`src/rtl/nrisc_pkg.sv`:
```
// nrisc_pkg: constants shared by the CPU control unit and the return-address stack.
//   STACK_ctrl command encodings, the default PC/return-address width and the
//   stack controller state type.
package nrisc_pkg;

    localparam int NRISC_ADDR_W = 16;

    localparam logic [1:0] STACK_IDLE = 2'b00;
    localparam logic [1:0] STACK_PUSH = 2'b01;
    localparam logic [1:0] STACK_POP  = 2'b10;
    localparam logic [1:0] STACK_RSVD = 2'b11;

    typedef enum logic {
        ST_IDLE   = 1'b0,
        ST_POPPED = 1'b1
    } stack_state_t;

endpackage

```
`src/rtl/nrisc_stack_if.sv`:
```
// nrisc_stack_if: CPU <-> return-address stack signal bundle.
//   master : CPU side (drives STACK_ctrl, STACK_DataIN, STACK_err_clr)
//   slave  : stack side (drives STACK_DataOUT, STACK_count, flags, pop_valid)
// Optional error signals present when NRISC_STACK_ERR_EN is defined.
interface nrisc_stack_if #(
    parameter int STACK_DEPTH = 16,
    parameter int ADDR_W      = nrisc_pkg::NRISC_ADDR_W
);
    localparam int CNT_W = $clog2(STACK_DEPTH) + 1;

    logic [1:0]        STACK_ctrl;
    logic [ADDR_W-1:0] STACK_DataIN;
    logic [ADDR_W-1:0] STACK_DataOUT;
    logic [CNT_W-1:0]  STACK_count;
    logic              STACK_empty;
    logic              STACK_full;
    logic              STACK_pop_valid;
`ifdef NRISC_STACK_ERR_EN
    logic              STACK_overflow;
    logic              STACK_underflow;
    logic              STACK_err_clr;
`endif

    modport master (
        output STACK_ctrl, STACK_DataIN,
        input  STACK_DataOUT, STACK_count, STACK_empty, STACK_full, STACK_pop_valid
`ifdef NRISC_STACK_ERR_EN
        , output STACK_err_clr
        , input  STACK_overflow, STACK_underflow
`endif
    );

    modport slave (
        input  STACK_ctrl, STACK_DataIN,
        output STACK_DataOUT, STACK_count, STACK_empty, STACK_full, STACK_pop_valid
`ifdef NRISC_STACK_ERR_EN
        , input  STACK_err_clr
        , output STACK_overflow, STACK_underflow
`endif
    );

endinterface

```
`src/rtl/nrisc_stack_ram.sv`:
```
// nrisc_stack_ram: DEPTH x ADDR_W storage, single synchronous write port,
// asynchronous read port. No reset on the array.
//   clk   : clock
//   we    : write enable
//   waddr : write index
//   wdata : write data
//   raddr : read index
//   rdata : read data (combinational)
module nrisc_stack_ram #(
    parameter int DEPTH  = 16,
    parameter int ADDR_W = 16,
    localparam int IDX_W = $clog2(DEPTH)
) (
    input  logic              clk,
    input  logic              we,
    input  logic [IDX_W-1:0]  waddr,
    input  logic [ADDR_W-1:0] wdata,
    input  logic [IDX_W-1:0]  raddr,
    output logic [ADDR_W-1:0] rdata
);

    logic [ADDR_W-1:0] mem [DEPTH];

    always_ff @(posedge clk) begin
        if (we) begin
            mem[waddr] <= wdata;
        end
    end

    assign rdata = mem[raddr];

endmodule

```
`src/rtl/nrisc_stack.sv`:
```
// nrisc_stack: hardware return-address stack for CALL/RET.
//   clk : rising-edge clock
//   rst : synchronous active-high reset
//   bus : nrisc_stack_if.slave (command, push data, registered top-of-stack,
//         count, empty/full, one-cycle pop_valid pulse)
// Optional build macro NRISC_STACK_ERR_EN adds sticky overflow/underflow
// flags with STACK_err_clr.
//
// state     | meaning
// ST_IDLE   | no pop accepted on the previous edge
// ST_POPPED | pop accepted on the previous edge; STACK_pop_valid high
module nrisc_stack
    import nrisc_pkg::*;
#(
    parameter int STACK_DEPTH = 16,
    parameter int ADDR_W      = NRISC_ADDR_W
) (
    input logic          clk,
    input logic          rst,
    nrisc_stack_if.slave bus
);

    localparam int IDX_W = $clog2(STACK_DEPTH);
    localparam int CNT_W = IDX_W + 1;

    logic [CNT_W-1:0]  count;
    logic [ADDR_W-1:0] dout;
    logic [ADDR_W-1:0] rdata;
    logic [IDX_W-1:0]  raddr;
    logic              empty;
    logic              full;
    logic              push_ok;
    logic              pop_ok;
    stack_state_t      state;
    stack_state_t      state_nxt;
    logic              pop_valid;

    assign empty   = (count == '0);
    assign full    = (count == CNT_W'(STACK_DEPTH));
    assign push_ok = (bus.STACK_ctrl == STACK_PUSH) && !full;
    assign pop_ok  = (bus.STACK_ctrl == STACK_POP) && !empty;

    // After a pop the new top sits two below the current count.
    assign raddr = count[IDX_W-1:0] - IDX_W'(2);

    nrisc_stack_ram #(
        .DEPTH  (STACK_DEPTH),
        .ADDR_W (ADDR_W)
    ) u_ram (
        .clk   (clk),
        .we    (push_ok),
        .waddr (count[IDX_W-1:0]),
        .wdata (bus.STACK_DataIN),
        .raddr (raddr),
        .rdata (rdata)
    );

    always_ff @(posedge clk) begin
        if (rst) begin
            count <= '0;
            dout  <= '0;
        end else if (push_ok) begin
            count <= count + CNT_W'(1);
            dout  <= bus.STACK_DataIN;
        end else if (pop_ok) begin
            count <= count - CNT_W'(1);
            dout  <= (count >= CNT_W'(2)) ? rdata : '0;
        end
    end

    always_ff @(posedge clk) begin
        if (rst) begin
            state <= ST_IDLE;
        end else begin
            state <= state_nxt;
        end
    end

    always_comb begin
        state_nxt = ST_IDLE;
        pop_valid = 1'b0;
        case (state)
            ST_IDLE: begin
                if (pop_ok) state_nxt = ST_POPPED;
            end
            ST_POPPED: begin
                pop_valid = 1'b1;
                if (pop_ok) state_nxt = ST_POPPED;
            end
            default: state_nxt = ST_IDLE;
        endcase
    end

    assign bus.STACK_DataOUT   = dout;
    assign bus.STACK_count     = count;
    assign bus.STACK_empty     = empty;
    assign bus.STACK_full      = full;
    assign bus.STACK_pop_valid = pop_valid;

`ifdef NRISC_STACK_ERR_EN
    logic overflow;
    logic underflow;
    logic push_drop;
    logic pop_drop;

    assign push_drop = (bus.STACK_ctrl == STACK_PUSH) && full;
    assign pop_drop  = (bus.STACK_ctrl == STACK_POP) && empty;

    // A same-edge error event wins over the clear.
    always_ff @(posedge clk) begin
        if (rst) begin
            overflow  <= 1'b0;
            underflow <= 1'b0;
        end else begin
            if (push_drop)              overflow  <= 1'b1;
            else if (bus.STACK_err_clr) overflow  <= 1'b0;
            if (pop_drop)               underflow <= 1'b1;
            else if (bus.STACK_err_clr) underflow <= 1'b0;
        end
    end

    assign bus.STACK_overflow  = overflow;
    assign bus.STACK_underflow = underflow;
`endif

endmodule

```
`src/flat_wrapper.sv`:
```
// flat-port wrapper written by rule: the top's interface ports become plain ports
module nrisc_stack_flat import nrisc_pkg::*;
#(
    parameter int STACK_DEPTH = 16,
    parameter int ADDR_W      = NRISC_ADDR_W
)
  (clk, rst, bus_STACK_ctrl, bus_STACK_DataIN, bus_STACK_DataOUT, bus_STACK_count, bus_STACK_empty, bus_STACK_full, bus_STACK_pop_valid);
  nrisc_stack_if #(.STACK_DEPTH(STACK_DEPTH), .ADDR_W(ADDR_W)) bus_i ();
  input logic clk;
  input logic rst;
  input wire logic [$bits(bus_i.STACK_ctrl)-1:0] bus_STACK_ctrl;
  input wire logic [$bits(bus_i.STACK_DataIN)-1:0] bus_STACK_DataIN;
  output wire logic [$bits(bus_i.STACK_DataOUT)-1:0] bus_STACK_DataOUT;
  output wire logic [$bits(bus_i.STACK_count)-1:0] bus_STACK_count;
  output wire logic [$bits(bus_i.STACK_empty)-1:0] bus_STACK_empty;
  output wire logic [$bits(bus_i.STACK_full)-1:0] bus_STACK_full;
  output wire logic [$bits(bus_i.STACK_pop_valid)-1:0] bus_STACK_pop_valid;
  assign bus_i.STACK_ctrl = bus_STACK_ctrl;
  assign bus_i.STACK_DataIN = bus_STACK_DataIN;
  assign bus_STACK_DataOUT = bus_i.STACK_DataOUT;
  assign bus_STACK_count = bus_i.STACK_count;
  assign bus_STACK_empty = bus_i.STACK_empty;
  assign bus_STACK_full = bus_i.STACK_full;
  assign bus_STACK_pop_valid = bus_i.STACK_pop_valid;
  nrisc_stack #(.STACK_DEPTH(STACK_DEPTH), .ADDR_W(ADDR_W)) u_core (.clk(clk), .rst(rst), .bus(bus_i));
endmodule
```
`config.mk`:
```
export PLATFORM = sky130hd
export DESIGN_NAME = nrisc_stack_flat
export DESIGN_NICKNAME = d
export VERILOG_FILES = /design/src/rtl/nrisc_pkg.sv /design/src/rtl/nrisc_stack_if.sv /design/src/rtl/nrisc_stack_ram.sv /design/src/rtl/nrisc_stack.sv /design/src/flat_wrapper.sv
export SDC_FILE = /design/constraint.sdc
export NUM_CORES = 1
export LEC_CHECK = 0
export CORE_UTILIZATION = 25
export CTS_BUF_LIST = sky130_fd_sc_hd__clkbuf_2 sky130_fd_sc_hd__clkbuf_4 sky130_fd_sc_hd__clkbuf_8
export DETAILED_ROUTE_END_ITERATION = 7
export GPL_TIMING_DRIVEN = 0
export PLACE_DENSITY_LB_ADDON = 0.08
export SYNTH_ARGS = -nofsm -noshare
export SYNTH_HDL_FRONTEND = slang
export SYNTH_SLANG_ARGS = --single-unit
```
`constraint.sdc`:
```
create_clock -name clk -period 3.8 [get_ports clk]
set_input_delay 0.76 -clock clk [delete_from_list [all_inputs] [get_ports clk]]
set_output_delay 0.76 -clock clk [all_outputs]
set_load 0.03 [all_outputs]
```
==> results.toml, run 1 <==
[power_and_ir_drop]
finalPower_mw = 8.94
p_seq_share_pct = 40.5
swShare_pct = 32.8
switchingPower_mw = 2.93
p_comb_share_pct = 29.9
cellLeakagePower_nw = 4.26
p_per_area_nw_per_um2 = 650
max-vdd-ir-drop_uv = 217
internal-power_mw = 6.01
p_clk_share_pct = 29.6

[grt]
grt_pass1_vias = 6401
grt_pass1_wl_mm = 46.0
grt_max_degree = 20
grt_usage_pct = 13.8
antenna_found_initial = 0
overflow = 0

[setup_path]
cp_max_fo = 8
endpoint_kind = "output port"
required_ps = 3040
r2r_slack_ps = 420
arrival_ps = 2670
worstPathBufferInverterCount = 3
max_stage_delay_ps = 680
path_cells = "clkbuf_1 -> or4_4 -> buf_6 -> nor2_4 -> clkdlybuf4s50_1"
crit_type = "register to output port"
critPathLaunchType = "register"
slowest_stage = "clkdlybuf4s50_1"
cp_top_family = "buffers and inverters"

[floorplanning]
placementRows = 77
initial_utilization_pct = 25.4
die_x_um = 214
ioPinCount = 44
die_height_um = 214
coreArea_um2 = 44300
dieArea_um2 = 45800

[cts]
h-tree-depth = 2
cts_buffer_depth = 3
cts_hold_buf = 0
tritoncts = "built"
cts_num_sinks = 278
clk_latency_ps = 590
path_clk_slew_ps = 60
clockRootBuffer = "clkbuf_8"
cts_setup_buffers = 0
cts_buffers = 49

[sta]
relSlewSlack_pct = 36.2
max_freq_mhz = 291
post-route-period-util_pct = 90.3
hold_violations = 0
finalWorstPathRequiredPeriod_ps = 3430
finalSetupTns_ps = 0
maxSlewViolCount = 0
worst_slew_pin_slew_ps = 956
rsz0062_at_grt = "false"
finalSetupViolCount = 0
clock-skew-final_ps = 34.5

[route]
route.detailed.drc = 0
routed_wirelength_mm = 31.2
wl_per_cell_um = 23.4
vias = 6129
post_drt_via_cell_ratio = 4.60
drtAntennaViolNets = 0
dr.pass1.iters = 5
drt_iter0_markers = 438

[placed_design]
placed_cells = 1244
dp_hpwl_mm = 21.3
numPortBuffers = 43
dpl_cell_area_um2 = 12800
gp_congestion = 0.753

[logic_synthesis]
syn_area_per_cell_um2 = 19.3
synth_flop_cell = "edfxtp_1"
synth-async-reset-ratio_pct = 0
synth_edf_count = 256
synth_cell_types = 38
syn_area_um2 = 11200
synth_nets = 608
synth_top_area_cell = "edfxtp_1"
syn_inst = 583
synthTopCellsByArea = "edfxtp_1, mux4_2, dfxtp_1"
ys_ff_latch = 278
ys_warn_count = 0
yosysSeqAreaShare_pct = 72.3
synth_top_area_share_pct = 68.3

[cells_and_area]
stdcell_area_um2 = 13800
final_layout_size_suffix_gt1_share_pct = 29.9
final_nets = 727
stdcell_count = 1331
syn2layout_area_growth_pct = 22.3

[flow_run]
maxCapViolCount = 0

[hold_path]
hold_path_class = "register to register"

[outcome]
status = "finished, final reports clean"
-- area by class of cell --
cell class | count | area (um^2)
Buffer | 40 | 215
Sequential cell | 278 | 8130
Timing Repair Buffer | 69 | 768
Clock buffer | 64 | 800
Clock inverter | 23 | 130
Multi-Input combinational cell | 258 | 2950
Fill cell | 4363 | 30600
Antenna cell | 1 | 2.50
Tap cell | 592 | 741
Inverter | 6 | 22.5
-- final timing paths --
| check | from | endpoint | cells after the start |
|---|---|---|---|
| max | u_core.bus.STACK_count[2] | bus_STACK_full | 5 |
| min | u_core.bus.STACK_DataOUT[9] | u_core.bus.STACK_DataOUT[9] | 2 |
| max reg2reg | u_core.bus.STACK_count[1] | u_core.bus.STACK_DataOUT[11] | 11 |
| min reg2reg | u_core.bus.STACK_DataOUT[9] | u_core.bus.STACK_DataOUT[9] | 2 |
-- sequential cells by signal, indices dropped and copies added (netlist names) --
name / cells
u_core.state: 1
u_core.bus.STACK_DataOUT: 16
u_core.bus.STACK_count: 5
u_core.u_ram.mem: 256
-- synth_stat cells, types with 5 or more instances --
cell,n
edfxtp_1,256
mux4_2,65
a22o_1,32
a221oi_1,23
dfxtp_1,22
clkbuf_1,20
a21oi_1,18
nand3_1,18
nand2b_1,17
nor2_1,17
o22ai_1,16
buf_2,12
a221oi_2,9
buf_6,5
inv_1,5
nand2_1,5
-- worst min-delay path: stages (launching register included) --
cell and delay (ps):
dfxtp_1 380, a221oi_2 80, o22ai_1 110
-- layer usage --
layer	track usage, %	part of all wire, %
met1	19.2	47
met5	0	0
met2	21.6	46
met4	3.55	1.7
met3	3.25	5.1
-- logic make-up (layout without fill, tap and decap cells) --
family	after synthesis	after routing	share of synthesized area, %
flip-flops	278	278	72.3
AO/OA/AOI/OAI	106	106	7.81
AND/OR/NAND/NOR	75	75	3.63
multiplexers	67	67	13.2
buffers and inverters	47	202	2.10
adder cells (fa/ha/maj)	5	5	0.623
XOR/XNOR	5	5	0.389
other	0	1	0
-- repair_timing --
action | in CTS | in global routing
endpoints found under the setup margin | 14 | 9
gates resized for setup | 2 | 2
gates cloned | 0 | 0
-- metrics by stage --
| step | hold slack, ps | setup slack [ps] | utilization (%) |
|---|---|---|---|
| 3_3_place_gp | 609 | -2370 | 28.0 |
| 6_report | 616 | 368 | 31.0 |
| 2_1_floorplan | 731 | 368 | - |
| 4_1_cts | 618 | 130 | 31.0 |
| 5_1_grt | 657 | 127 | 31.0 |
| 3_5_place_dp | 600 | -574 | 28.9 |
-- layout by cell type, fill, tap and decap left out, types with 4 or more instances in the layout --
master | synthesis | layout
edfxtp_1 | 256 | 256
mux4_2 | 65 | 65
clkbuf_8 | 0 | 51
clkdlybuf4s50_1 | 0 | 43
a22o_1 | 32 | 32
a221oi_1 | 23 | 23
dfxtp_1 | 22 | 22
clkbuf_1 | 20 | 18
nand3_1 | 18 | 18
a21oi_1 | 18 | 18
buf_6 | 5 | 17
nand2b_1 | 17 | 17
o22ai_1 | 16 | 16
clkbuf_4 | 0 | 14
clkinv_1 | 1 | 13
buf_2 | 12 | 11
nor2_2 | 0 | 10
a221oi_2 | 9 | 9
buf_4 | 2 | 8
clkinv_2 | 0 | 8
nor2_1 | 17 | 7
inv_1 | 5 | 5
nand2_1 | 5 | 5
buf_8 | 0 | 5
nor3_2 | 0 | 4
xnor2_1 | 4 | 4
ha_1 | 4 | 4
-- power by group through the flow --
| stage | Combinational [mW] | Clock, mW | Sequential (mW) |
|---|---|---|---|
| after detailed placement | 2.72 | 0 | 3.68 |
| after global placement | 2.65 | 0 | 3.68 |
| after CTS | 2.73 | 2.75 | 3.62 |
| final | 2.68 | 2.65 | 3.62 |
| after floorplan | 1.55 | 0 | 3.78 |
| after global routing | 2.90 | 2.88 | 3.63 |
(Power assumes the default switching activity.)
==> run 2: changes to the inputs <==
--- a/config.mk
+++ b/config.mk
@@ -5,6 +5,7 @@
 export SDC_FILE = /design/constraint.sdc
 export NUM_CORES = 1
 export LEC_CHECK = 0
+export CORE_ASPECT_RATIO = 1.5
 export CORE_UTILIZATION = 25
 export CTS_BUF_LIST = sky130_fd_sc_hd__clkbuf_2 sky130_fd_sc_hd__clkbuf_4 sky130_fd_sc_hd__clkbuf_8
 export DETAILED_ROUTE_END_ITERATION = 7
==> run 2 against run 1 <==
Utilization about the same; final cell count shrank 2.0%; non-clock buffer count fell by 3; power is 0.75% lower; flip-flop and latch count unchanged; clock skew fell by 11 ps; die area about the same; critical path depth up 5; combinational power fell by 3%; critical path type is now register to register.
==> results.toml, run 2 (synthesized netlist as in run 1, its figures left out) <==
[route]
route.detailed.drc = 0
dr.pass1.iters = 5
wl_per_cell_um = 24.0
routed_wirelength_mm = 31.2
vias = 6221
drt_iter0_markers = 492
drtAntennaViolNets = 0
post_drt_via_cell_ratio = 4.77

[cts]
h-tree-depth = 2
cts_buffers = 45
cts_hold_buf = 0
clockRootBuffer = "clkbuf_8"
cts-resized-gates = 2
clk_latency_ps = 570
path_clk_slew_ps = 70
cts_setup_buffers = 0
tritoncts = "built"
cts_buffer_depth = 3
cts_num_sinks = 278

[sta]
maxSlewViolCount = 0
post-route-period-util_pct = 93.7
finalWorstSetupSlack_ps = 238
fin_hold_ws_ps = 623
clock-skew-final_ps = 23.4
relSlewSlack_pct = 26.7
worst_slew_pin_slew_ps = 1100
max_freq_mhz = 281
finalSetupTns_ps = 0
rsz0062_at_grt = "false"
finalWorstPathRequiredPeriod_ps = 3560
hold_violations = 0
finalSetupViolCount = 0

[grt]
overflow = 0
antenna_found_initial = 1
grt_pass1_vias = 6652
grt_usage_pct = 13.9
grt_pass1_wl_mm = 45.8
grt_max_degree = 20

[placed_design]
numPortBuffers = 43
place_ws_ps = -492
gp_congestion = 0.789
dp_hpwl_mm = 21.7

[floorplanning]
coreArea_um2 = 44100
die_x_um = 175
die_height_um = 262
initial_utilization_pct = 25.5
dieArea_um2 = 45900
placementRows = 94
ioPinCount = 44

[power_and_ir_drop]
cellLeakagePower_nw = 4.22
max-vdd-ir-drop_uv = 193
p_per_area_nw_per_um2 = 649

[cells_and_area]
final_layout_size_suffix_gt1_share_pct = 29.0
final_common_cell = "edfxtp_1"
final_nets = 720
largest_register_ffs = 256
final_cell_mix = "edfxtp_1, mux4_2, clkbuf_8"
largest-register = "u_core.u_ram.mem"
syn2layout_area_growth_pct = 21.5

[setup_path]
r2r_end = "u_core.bus.STACK_DataOUT[6]"
endpoint_kind = "register"
crit_type = "register to register"
r2r_cells = 10
r2r-start = "u_core.bus.STACK_count[1]"
arrival_ps = 4040
required_ps = 4270
cp_max_fo = 19
r2r_slack_ps = 240
critPathLaunchType = "register"

[hold_path]
hold_path_end = "u_core.bus.STACK_DataOUT[4]"
hold_path_class = "register to register"
hold_depth = 2
hold_start = "u_core.bus.STACK_DataOUT[4]"

[flow_run]
maxCapViolCount = 0

[outcome]
status = "finished, final reports clean"
## run 2: final cells by class
class                           count  area [um^2]
Clock buffer                       59          737
Buffer                             40          213
Tap cell                          576          721
Antenna cell                        1         2.50
Multi-Input combinational cell    258         2950
Sequential cell                   278         8130
Clock inverter                     20          165
Fill cell                        4272        30400
Timing Repair Buffer               66          734
Inverter                            6         22.5
## run 2: how the worst max path moves through the flow
stage / from / to / slack (ps) / depth (start not counted)
3_5_place_dp: u_core.bus.STACK_count[1] / u_core.bus.STACK_DataOUT[3] / -490 / 11
5_1_grt: u_core.bus.STACK_count[1] / u_core.bus.STACK_DataOUT[6] / 4 / 11
6_report: u_core.bus.STACK_count[1] / u_core.bus.STACK_DataOUT[6] / 240 / 10
3_3_place_gp: bus_STACK_ctrl[0] / u_core.u_ram.mem[1][15] / -2410 / 4
4_1_cts: u_core.bus.STACK_count[1] / u_core.bus.STACK_DataOUT[3] / 180 / 10
2_1_floorplan: u_core.bus.STACK_count[1] / u_core.u_ram.mem[3][0] / 370 / 5
## run 2: critical path: stages, from the launching register on
cell and delay (ps):
dfxtp_1 390, buf_2 290, buf_2 550, inv_1 200, ha_1 290, xor2_1 160
nor2_1 620, clkbuf_2 420, a22o_1 250, a221oi_1 90, o22ai_1 200
## run 2: through the flow
step | std cells | area, um^2 | util [%] | power, mW
after detailed placement | 1225 | 12800 | 28.9 | 6.34
after CTS | 1303 | 13700 | 31.0 | 9.05
after global routing | 1304 | 13700 | 31.0 | 9.29
final | 1304 | 13700 | 31.0 | 8.87
after global placement | 1202 | 12400 | 28.1 | 6.27
after floorplan | 583 | 11200 | - | 5.33
## run 2: where the power goes
group          switching, mW  internal [mW]  leakage [nW]  total (mW)
Clock                   1.18           1.46         0.475        2.65
Combinational           1.54           1.07          1.26        2.61
Sequential             0.115           3.50          2.49        3.62
## run 2: per-layer routing
layer  global-route usage, %  up-vias  wire length (um)
met5                       0        -                 0
met4                    5.22        0               827
met3                    2.37       56              1170
met2                    25.6      167             16600
met1                    16.0     3316             12600
li1                        -     2682                 -
==> run 3: changes to the inputs <==
--- a/config.mk
+++ b/config.mk
@@ -11,6 +11,7 @@
 export DETAILED_ROUTE_END_ITERATION = 7
 export GPL_TIMING_DRIVEN = 0
 export PLACE_DENSITY_LB_ADDON = 0.08
+export SLEW_MARGIN = 0
 export SYNTH_ARGS = -nofsm -noshare
 export SYNTH_HDL_FRONTEND = slang
 export SYNTH_SLANG_ARGS = --single-unit
==> results of run 3 <==
The final DEF is identical to that of run 2; final timing and power are the same.
